<file path="src/rtl/seg7_pkg.sv">
// Shared definitions for 7-segment display readers: glyph patterns, scan FSM states, decoder.
// Latency: n/a (constants, types and a pure combinational function).
// Backpressure: n/a.
package seg7_pkg;

    // Segment bit positions on the active-low bus (bit0 = a ... bit6 = g).
    localparam int SEG_A = 0;
    localparam int SEG_B = 1;
    localparam int SEG_C = 2;
    localparam int SEG_D = 3;
    localparam int SEG_E = 4;
    localparam int SEG_F = 5;
    localparam int SEG_G = 6;

    // All segments off.
    localparam logic [6:0] SEG_BLANK = 7'h7F;

    // Active-low glyphs, written gfedcba.
    localparam logic [6:0] GLYPH_0 = 7'b1000000;
    localparam logic [6:0] GLYPH_1 = 7'b1111001;
    localparam logic [6:0] GLYPH_2 = 7'b0100100;
    localparam logic [6:0] GLYPH_3 = 7'b0110000;
    localparam logic [6:0] GLYPH_4 = 7'b0011001;
    localparam logic [6:0] GLYPH_5 = 7'b0010010;
    localparam logic [6:0] GLYPH_6 = 7'b0000010;
    localparam logic [6:0] GLYPH_7 = 7'b1111000;
    localparam logic [6:0] GLYPH_8 = 7'b0000000;
    localparam logic [6:0] GLYPH_9 = 7'b0010000;
    localparam logic [6:0] GLYPH_A = 7'b0001000;
    localparam logic [6:0] GLYPH_B = 7'b0000011;
    localparam logic [6:0] GLYPH_C = 7'b1000110;
    localparam logic [6:0] GLYPH_D = 7'b0100001;
    localparam logic [6:0] GLYPH_E = 7'b0000110;
    localparam logic [6:0] GLYPH_F = 7'b0001110;

    typedef enum logic [1:0] {
        IDLE   = 2'd0,
        SETTLE = 2'd1,
        DONE   = 2'd2
    } scan_state_t;

    // Decoded digit, packs as {err, blank, val[3:0]}.
    typedef struct packed {
        logic       err;
        logic       blank;
        logic [3:0] val;
    } hex_dec_t;

    // Unknown patterns decode to val=0 with err set; blank decodes to val=0 with blank set.
    function automatic hex_dec_t seg7_to_hex(input logic [6:0] seg);
        hex_dec_t d;
        d = '0;
        case (seg)
            GLYPH_0:   d.val = 4'h0;
            GLYPH_1:   d.val = 4'h1;
            GLYPH_2:   d.val = 4'h2;
            GLYPH_3:   d.val = 4'h3;
            GLYPH_4:   d.val = 4'h4;
            GLYPH_5:   d.val = 4'h5;
            GLYPH_6:   d.val = 4'h6;
            GLYPH_7:   d.val = 4'h7;
            GLYPH_8:   d.val = 4'h8;
            GLYPH_9:   d.val = 4'h9;
            GLYPH_A:   d.val = 4'hA;
            GLYPH_B:   d.val = 4'hB;
            GLYPH_C:   d.val = 4'hC;
            GLYPH_D:   d.val = 4'hD;
            GLYPH_E:   d.val = 4'hE;
            GLYPH_F:   d.val = 4'hF;
            SEG_BLANK: d.blank = 1'b1;
            default:   d.err = 1'b1;
        endcase
        return d;
    endfunction

endpackage

</file>
<file path="src/rtl/seg7_glyph_dec.sv">
// Combinational active-low 7-segment glyph to hex decoder with blank/error flags.
// Latency: 0 cycles (pure combinational).
// Backpressure: none; output follows input.
module seg7_glyph_dec
    import seg7_pkg::*;
(
    input  logic [6:0] seg,
    output logic [3:0] val,
    output logic       blank,
    output logic       err
);

    hex_dec_t dec;

    assign dec   = seg7_to_hex(seg);
    assign val   = dec.val;
    assign blank = dec.blank;
    assign err   = dec.err;

endmodule

</file>
<file path="src/rtl/seg7_scan_reader.sv">
// Recovers hex digits from a scanned active-low 7-segment bus and emits complete frames.
// Latency: 2-cycle input sync, STABLE_CYC samples per digit; frame registers load on the last digit's capture edge.
// Backpressure: valid/ready; a frame completing while the held frame is unconsumed is dropped and sets sticky overflow.
module seg7_scan_reader
    import seg7_pkg::*;
#(
    parameter int NDIG       = 4,
    parameter int STABLE_CYC = 8
) (
    input  logic                clk,
    input  logic                rst,
    input  logic [6:0]          seg_n,
    input  logic [NDIG-1:0]     an_n,
    output logic                frame_valid,
    input  logic                frame_ready,
    output logic [4*NDIG-1:0]   frame_val,
    output logic [NDIG-1:0]     frame_blank,
    output logic [NDIG-1:0]     frame_err,
    output logic                overflow
);

    localparam int IW = (NDIG > 1) ? $clog2(NDIG) : 1;

    logic [6:0]        seg_s1, seg_s2;
    logic [NDIG-1:0]   an_s1, an_s2;

    logic              an_legal;
    logic [IW-1:0]     an_idx;

    scan_state_t       state;
    logic [IW-1:0]     cur_idx;
    logic [6:0]        cur_seg;
    logic [7:0]        cnt;

    logic              same_sample;
    logic              cap_fire;
    logic [3:0]        dec_val;
    logic              dec_blank;
    logic              dec_err;

    logic [4*NDIG-1:0] stg_val, stg_val_nxt;
    logic [NDIG-1:0]   stg_blank, stg_blank_nxt;
    logic [NDIG-1:0]   stg_err, stg_err_nxt;
    logic [NDIG-1:0]   mask, mask_nxt;
    logic              frame_done;

    // Two-flop synchronizer; reset to the idle bus (everything dark, no strobe).
    always_ff @(posedge clk or posedge rst) begin
        if (rst) begin
            seg_s1 <= SEG_BLANK;
            seg_s2 <= SEG_BLANK;
            an_s1  <= '1;
            an_s2  <= '1;
        end else begin
            seg_s1 <= seg_n;
            seg_s2 <= seg_s1;
            an_s1  <= an_n;
            an_s2  <= an_s1;
        end
    end

    // Strobe legality (exactly one low) and index of the selected digit.
    always_comb begin
        an_legal = $onehot(~an_s2);
        an_idx   = '0;
        for (int i = 0; i < NDIG; i++) begin
            if (!an_s2[i]) an_idx = IW'(i);
        end
    end

    assign same_sample = an_legal && (an_idx == cur_idx) && (seg_s2 == cur_seg);
    // Capture on the sample that brings the run of identical samples up to STABLE_CYC.
    assign cap_fire    = (state == SETTLE) && same_sample && (cnt == 8'(STABLE_CYC - 1));

    seg7_glyph_dec u_dec (
        .seg   (cur_seg),
        .val   (dec_val),
        .blank (dec_blank),
        .err   (dec_err)
    );

    // Scan FSM: track the current strobe/segment sample and count how long it has been stable.
    always_ff @(posedge clk or posedge rst) begin
        if (rst) begin
            state   <= IDLE;
            cur_idx <= '0;
            cur_seg <= SEG_BLANK;
            cnt     <= '0;
        end else begin
            case (state)
                IDLE: begin
                    if (an_legal) begin
                        state   <= SETTLE;
                        cur_idx <= an_idx;
                        cur_seg <= seg_s2;
                        cnt     <= 8'd1;
                    end
                end
                SETTLE: begin
                    if (!an_legal) begin
                        state <= IDLE;
                        cnt   <= '0;
                    end else if (!same_sample) begin
                        cur_idx <= an_idx;
                        cur_seg <= seg_s2;
                        cnt     <= 8'd1;
                    end else begin
                        cnt <= cnt + 8'd1;
                        if (cap_fire) state <= DONE;
                    end
                end
                DONE: begin
                    // Hold until the strobe or the segments under it move.
                    if (!an_legal) begin
                        state <= IDLE;
                        cnt   <= '0;
                    end else if (!same_sample) begin
                        state   <= SETTLE;
                        cur_idx <= an_idx;
                        cur_seg <= seg_s2;
                        cnt     <= 8'd1;
                    end
                end
                default: begin
                    state <= IDLE;
                    cnt   <= '0;
                end
            endcase
        end
    end

    // Staging write for the captured digit; the frame completes on the capture that fills the mask.
    always_comb begin
        stg_val_nxt   = stg_val;
        stg_blank_nxt = stg_blank;
        stg_err_nxt   = stg_err;
        mask_nxt      = mask;
        for (int i = 0; i < NDIG; i++) begin
            if (cap_fire && (cur_idx == IW'(i))) begin
                stg_val_nxt[4*i +: 4] = dec_val;
                stg_blank_nxt[i]      = dec_blank;
                stg_err_nxt[i]        = dec_err;
                mask_nxt[i]           = 1'b1;
            end
        end
        frame_done = cap_fire && (&mask_nxt);
    end

    // Staging registers and capture mask; the mask restarts once a frame completes.
    always_ff @(posedge clk or posedge rst) begin
        if (rst) begin
            stg_val   <= '0;
            stg_blank <= '0;
            stg_err   <= '0;
            mask      <= '0;
        end else begin
            stg_val   <= stg_val_nxt;
            stg_blank <= stg_blank_nxt;
            stg_err   <= stg_err_nxt;
            mask      <= frame_done ? '0 : mask_nxt;
        end
    end

    // Output frame register with valid/ready handshake and sticky overflow on a dropped frame.
    always_ff @(posedge clk or posedge rst) begin
        if (rst) begin
            frame_valid <= 1'b0;
            frame_val   <= '0;
            frame_blank <= '0;
            frame_err   <= '0;
            overflow    <= 1'b0;
        end else if (frame_done) begin
            if (!frame_valid || frame_ready) begin
                frame_valid <= 1'b1;
                frame_val   <= stg_val_nxt;
                frame_blank <= stg_blank_nxt;
                frame_err   <= stg_err_nxt;
            end else begin
                overflow <= 1'b1;
            end
        end else if (frame_valid && frame_ready) begin
            frame_valid <= 1'b0;
        end
    end

endmodule

</file>
<file path="config.mk">
export PLATFORM = sky130hd
export DESIGN_NAME = seg7_scan_reader
export DESIGN_NICKNAME = d
export VERILOG_FILES = /design/src/rtl/seg7_pkg.sv /design/src/rtl/seg7_glyph_dec.sv /design/src/rtl/seg7_scan_reader.sv
export SDC_FILE = /design/constraint.sdc
export NUM_CORES = 1
export LEC_CHECK = 0
export CORE_ASPECT_RATIO = 1.1
export CORE_UTILIZATION = 45
export CTS_CLUSTER_SIZE = 10
export DETAILED_ROUTE_END_ITERATION = 16
export PLACE_DENSITY = 0.63
export SYNTH_ARGS = -nofsm -noshare
export SYNTH_HDL_FRONTEND = slang
export SYNTH_SLANG_ARGS = --single-unit
</file>
<file path="constraint.sdc">
create_clock -name clk -period 4.4 [get_ports clk]
set_input_delay 1.32 -clock clk [delete_from_list [all_inputs] [get_ports clk]]
set_output_delay 1.32 -clock clk [all_outputs]
set_load 0.02 [all_outputs]
</file>
After elaboration in Yosys (flattened, before gate mapping)
Index checks and enable logic that the tools add are counted.
{"block": "op_classes", "n_addsub": 4, "mul": 0, "n_div": 0, "n_lt_le_gt_ge": 0, "n_eq_ne": 32, "n_shift": 0, "mux": 47, "n_bitwise": 2, "reduce_logical": 26}
{"cell": "$pmux 4 s15", "n": 1}
{"cell": "$mux 8", "n": 5}
{"cell": "$eq 7x7->1 const B", "n": 5}
{"cell": "$pmux 8 s3", "n": 1}
{"cell": "$mux 2", "n": 11}
{"cell": "$eq 7x5->1 const B", "n": 3}
{"cell": "$eq 7x6->1 const B", "n": 3}
{"cell": "$mux 7", "n": 3}
{"cell": "$mux 4", "n": 5}
{"cell": "$mux 1", "n": 18}
{"cell": "$reduce_or 17->1", "n": 1}
{"cell": "$eq 7x2->1 const B", "n": 2}
{"cell": "$eq 7x4->1 const B", "n": 2}
{"cell": "$pmux 7 s2", "n": 1}
{"cell": "$reduce_and 4->1", "n": 3}
{"cell": "$logic_and 1x1->1", "n": 10}
{"cell": "$ne 3x3->1 const B", "n": 3}
{"cell": "$add 8x1->8 const B", "n": 1}
{"cell": "$eq 8x3->1 const B", "n": 1}
{"cell": "$reduce_and 2->1", "n": 4}
{"cell": "$eq 7x3->1 const B", "n": 1}
{"cell": "$eq 7x7->1", "n": 1}
{"cell": "$logic_not 7->1", "n": 1}
{"cell": "$eq 2x2->1 const B", "n": 3}
{"cell": "16 further kinds", "n": 22}
{"block": "word_totals", "reg_bits": 95, "latchBits": 0, "mem_bits_rw": 0, "romBits": 0, "in_bits": 14, "out_inout_bits": 26, "elab_cells": 128, "n_memories": 0}

Logic depth before layout (Yosys ltp)
{"block": "logic_depth", "ltp_word": 14, "ltp_mapped": 12, "ltp_nobuf": 10}

Hierarchy
Synthesis repeated with hierarchy kept, for this count alone.
{"block": "hier_totals", "cells_unflattened": 385, "area_unflattened_um2": 4468.0}
{"module": "seg7_scan_reader", "n_inst": 1, "cells_per_inst": 331, "area_per_inst_um2": 4093.9, "seq_area_each_um2": 2413.6}
{"module": "seg7_glyph_dec", "n_inst": 1, "cells_per_inst": 54, "area_per_inst_um2": 374.1, "seq_area_each_um2": 0.0}

Worst setup path before layout
Ideal clock, no wire load.
{"block": "synth_path", "path_kind": "reg-to-reg", "startpoint": "register an_s2[3]", "endpoint": "register frame_val[7]", "setup_time_ns": 0.125, "arrival_time_ns": 3.219, "required_time_ns": 4.275, "slack_ns": 1.057, "path_stages_with_launch": 12, "path_buffers": 1, "period_less_slack_ns": 3.343, "path_cell_list": "dfstp_2 > fa_1 > inv_1 > ha_1 > ha_1 > nor3b_4 > nand4_2 > a2111oi_4 > and2_0 > clkbuf_2 > mux2_2 > mux2_2"}
{"block": "synth_between", "word_cells_on_any_way": 22, "classes_between": "2 x add/sub; 2 x eq/ne; 6 x mux; 1 x bitwise; 11 x reduce/logical"}
{"element": "start: declaration", "line": "seg7_scan_reader.sv:25", "text": "logic [NDIG-1:0] an_s1, an_s2;"}
{"element": "start signal: assignment", "line": "seg7_scan_reader.sv:58", "text": "an_s2 <= an_s1;"}
{"element": "$not 4->4", "line": "seg7_scan_reader.sv:64", "text": "an_legal = $onehot(~an_s2);"}
{"element": "$add 1x1->2 (implied by the code)", "line": "seg7_scan_reader.sv:64"}
{"element": "$add 2x2->3 (implied by the code)", "line": "seg7_scan_reader.sv:64"}
{"element": "$eq 3x1->1", "line": "seg7_scan_reader.sv:64"}
{"element": "$logic_and 1x1->1 (*) (2 in a row)", "line": "seg7_scan_reader.sv:71", "text": "assign same_sample = an_legal && (an_idx == cur_idx) && (seg_s2 == cur_seg);"}
{"element": "$logic_and 1x1->1 (*) (2 in a row)", "line": "seg7_scan_reader.sv:73", "text": "assign cap_fire = (state == SETTLE) && same_sample && (cnt == 8'(STABLE_CYC - 1));"}
{"element": "$logic_and 1x1->1 (*)", "line": "seg7_scan_reader.sv:139", "text": "if (cap_fire && (cur_idx == IW'(i))) begin"}
{"element": "$mux 4 (*)", "line": "seg7_scan_reader.sv:139"}
{"element": "via stg_val_nxt[7]", "line": "seg7_scan_reader.sv:41", "text": "logic [4*NDIG-1:0] stg_val, stg_val_nxt;"}
{"element": "end signal: assignment", "line": "seg7_scan_reader.sv:175", "text": "frame_val <= stg_val_nxt;"}
{"element": "end: declaration", "line": "seg7_scan_reader.sv:16", "text": "output logic [4*NDIG-1:0] frame_val,"}
The timed path passes the listed nets; every way through them passes the cells marked *.
A chain may end at the register's enable or synchronous reset.

Worst setup path after layout
Same ends and word-level chain as after synthesis.

==> impl_metrics.toml <==
[cells_and_area]
drive_above_1_share = 0.2512
syn2layout_area_growth_pct = 16.53
final_cell_mix = "66 x dfrtp_1, 39 x clkdlybuf4s50_1, 36 x nor2_1"
design_area_um2 = 5081
final_util = 0.5407
nets = 427
final_common_cell = "dfrtp_1"
layout.cells.non_filler = 527
diodes = 0

[min_path]
hp-class = "register to register"

[placed_design]
hpwlAfterDp_mm = 5.629
dpl_cell_area_um2 = 4861
dp_cells = 511
place_ws_ns = 0.8343
routabilityCongestion = 0.8475
port-buffer-count = 39

[floorplan]
ioPinCount = 40
die_h_um = 105.2
initial_utilization = 0.4640
die_area_um2 = 10090
die_x_um = 95.86
core_area_um2 = 9398
fp-row-count = 37

[timing]
slew_headroom = 0.2957
worst_pin_slew_ns = 1.052
whs_ns = 0.3558
skew_ns = 0.009877
finalSetupViolations = 0
post-route-min-period_ns = 3.564
rsz0062_at_grt = "false"
maxSlewViolCount = 0
period_share = 0.8099
final.setup.worst_slack_ns = 0.8365
final.setup.tns_ns = 0
finalHoldViolCount = 0
max_freq_ghz = 0.2806

[worst_setup_path]
cp-end-kind = "register"
crit_family = "simple AND/OR/NAND/NOR gates"
path_class = "register to register"
cp_data_arrival_time_ns = 3.81
cp_slowest_cell = "dfstp_2"
path_cells = "fa_1 -> inv_1 -> ha_1 -> ha_1 -> nor3b_4 -> nand4_2 -> a2111oi_4 -> and2_0 -> mux2_2 -> mux2_2"
critPathBufInv = 1
critPathRequiredTime_ns = 4.64
max_stage_delay_ns = 0.58
critPathMaxFanout = 6
start_kind = "register"

[clock_tree]
cts_resized = 0
cts_tree = "built"
h-tree-depth = 3
ctsHoldBuffers = 0
cts_max_path_buffers = 2
numCtsBuffers = 9
clk_latency_ns = 0.35
cts_setup_buffers = 0
clk_pin_slew_worst_paths_ns = 0.09
root_buffer = "clkbuf_8"
numClockSinks = 95

[detailed_routing]
route.detailed.drc = 0
drt_wl_total_mm = 7.919
topRoutingLayerUsed = "met4"
drtIter0Drc = 101
met2WireLength_mm = 3.889
ant_nets = 0
wl_met3_um = 234
num_vias = 2826
routed_via_density = 5.362
wl_met1_mm = 3.674
drt_pass1_iterations = 4
post_drt_wl_per_cell_um = 15.03

[grt]
grt_pass1_wl_mm = 13.43
grt_pass1_vias = 2794
grt_usage = 0.1757
antenna_found_initial = 0
grt_start_max_net_pins = 34
grt-ovfl-total = 0

[logic_synthesis]
synth_ff_type = "dfrtp_1"
ys_seq_area_frac = 0.5535
synth_nets = 390
ys_warn_count = 0
synth-edff-count = 0
syn_area_per_cell_um2 = 11.85
synthCells = 368
synth_cell_type_count = 56
synth-seq-cells = 95
netlist_area_um2 = 4360
synthArstFlopShare = 1.000

[power_and_ir_drop]
worst_ir_drop_vdd_uv = 387.2
finalPower_mw = 2.321
power_density_nw_per_um2 = 456.7
p_leak_nw = 2.263

[job]
max_cap_viol_count = 0

[run_status]
outcome = "finished clean"
==> power breakdown <==
part           internal, mW  switching, mW  total (mW)
sequential            0.976          0.181        1.16
clock                 0.334          0.287       0.621
combinational         0.238          0.304       0.542
==> Yosys cell counts (3+ instances only) <==
cell type  number  area, um^2
dfrtp_1        66        1652
nor2_1         36       135.1
mux2_2         31       349.1
dfstp_2        29       762.0
nand2_1        22       82.58
a21oi_1        16       80.08
o21ai_0        14       70.07
nand4_1        13       81.33
inv_1          12       45.04
xnor2_1        12       105.1
clkbuf_1       10       37.54
mux2_4         10       150.1
ha_1            7       87.58
nor2b_1         7       43.79
mux2i_1         6       60.06
nor3_1          6       30.03
and2_1          5       31.28
nand3_1         5       25.02
nor4_1          5       31.28
a31oi_1         3       18.77
buf_2           3       15.01
nand4b_1        3       26.28
o22ai_1         3       18.77
==> logic make-up (layout without fill, tap and decap cells) <==
logic type | after synthesis | in the layout | synth area share
multiplexers | 47 | 47 | 0.1283
adder cells (fa/ha/maj) | 8 | 8 | 0.02468
AO/OA/AOI/OAI | 49 | 49 | 0.07605
AND/OR/NAND/NOR | 124 | 124 | 0.1552
XOR/XNOR | 15 | 15 | 0.03185
buffers and inverters | 30 | 72 | 0.03041
flip-flops | 95 | 95 | 0.5535
==> state kept, by name (all words and copies together), names as in the netlist, 7 cells and up <==
| signal | cells |
|---|---|
| seg_s2 | 7 |
| stg_val | 16 |
| cnt | 8 |
| frame_val | 16 |
| seg_s1 | 7 |
| cur_seg | 7 |
==> final timing paths <==
kind / from / to / slack, ns / cells after the start
worst max-delay path: an_s2[3]$_DFF_PP1_ / frame_val[7]$_DFFE_PP0P_ / 0.84 / 10
worst min-delay path: an_s1[3]$_DFF_PP1_ / an_s2[3]$_DFF_PP1_ / 0.36 / 0
worst max register to register: an_s2[3]$_DFF_PP1_ / frame_val[7]$_DFFE_PP0P_ / 0.84 / 10
worst min register to register: an_s1[3]$_DFF_PP1_ / an_s2[3]$_DFF_PP1_ / 0.36 / 0
max in group asynchronous: rst / seg_s1[6]$_DFF_PP1_ / 2.38 / 3
min in group asynchronous: rst / stg_blank[1]$_DFF_PP0_ / 1.32 / 2
==> worst register-to-register path, stage by stage (launching register included) <==
cell and delay [ns]:
dfstp_2 0.58, fa_1 0.43, inv_1 0.07, ha_1 0.13, ha_1 0.24, nor3b_4 0.31, nand4_2 0.20, a2111oi_4 0.47
and2_0 0.38, mux2_2 0.39, mux2_2 0.26
==> per-layer routing <==
| metal | vias up | GRT usage |
|---|---|---|
| met5 | - | 0 |
| met4 | 0 | 0.06823 |
| met3 | 10 | 0.03968 |
| met2 | 55 | 0.2714 |
| met1 | 1401 | 0.2390 |
| li1 | 1360 | - |
==> area by class of cell <==
class	count	area, um^2
Clock buffer	10	137.6
Clock inverter	6	82.58
Fill cell	807	4317
Inverter	12	46.29
Multi-Input combinational cell	243	1814
Sequential cell	95	2414
Tap cell	117	146.4
Timing Repair Buffer	44	440.4
Note: power is estimated with default switching activity, not from simulation.
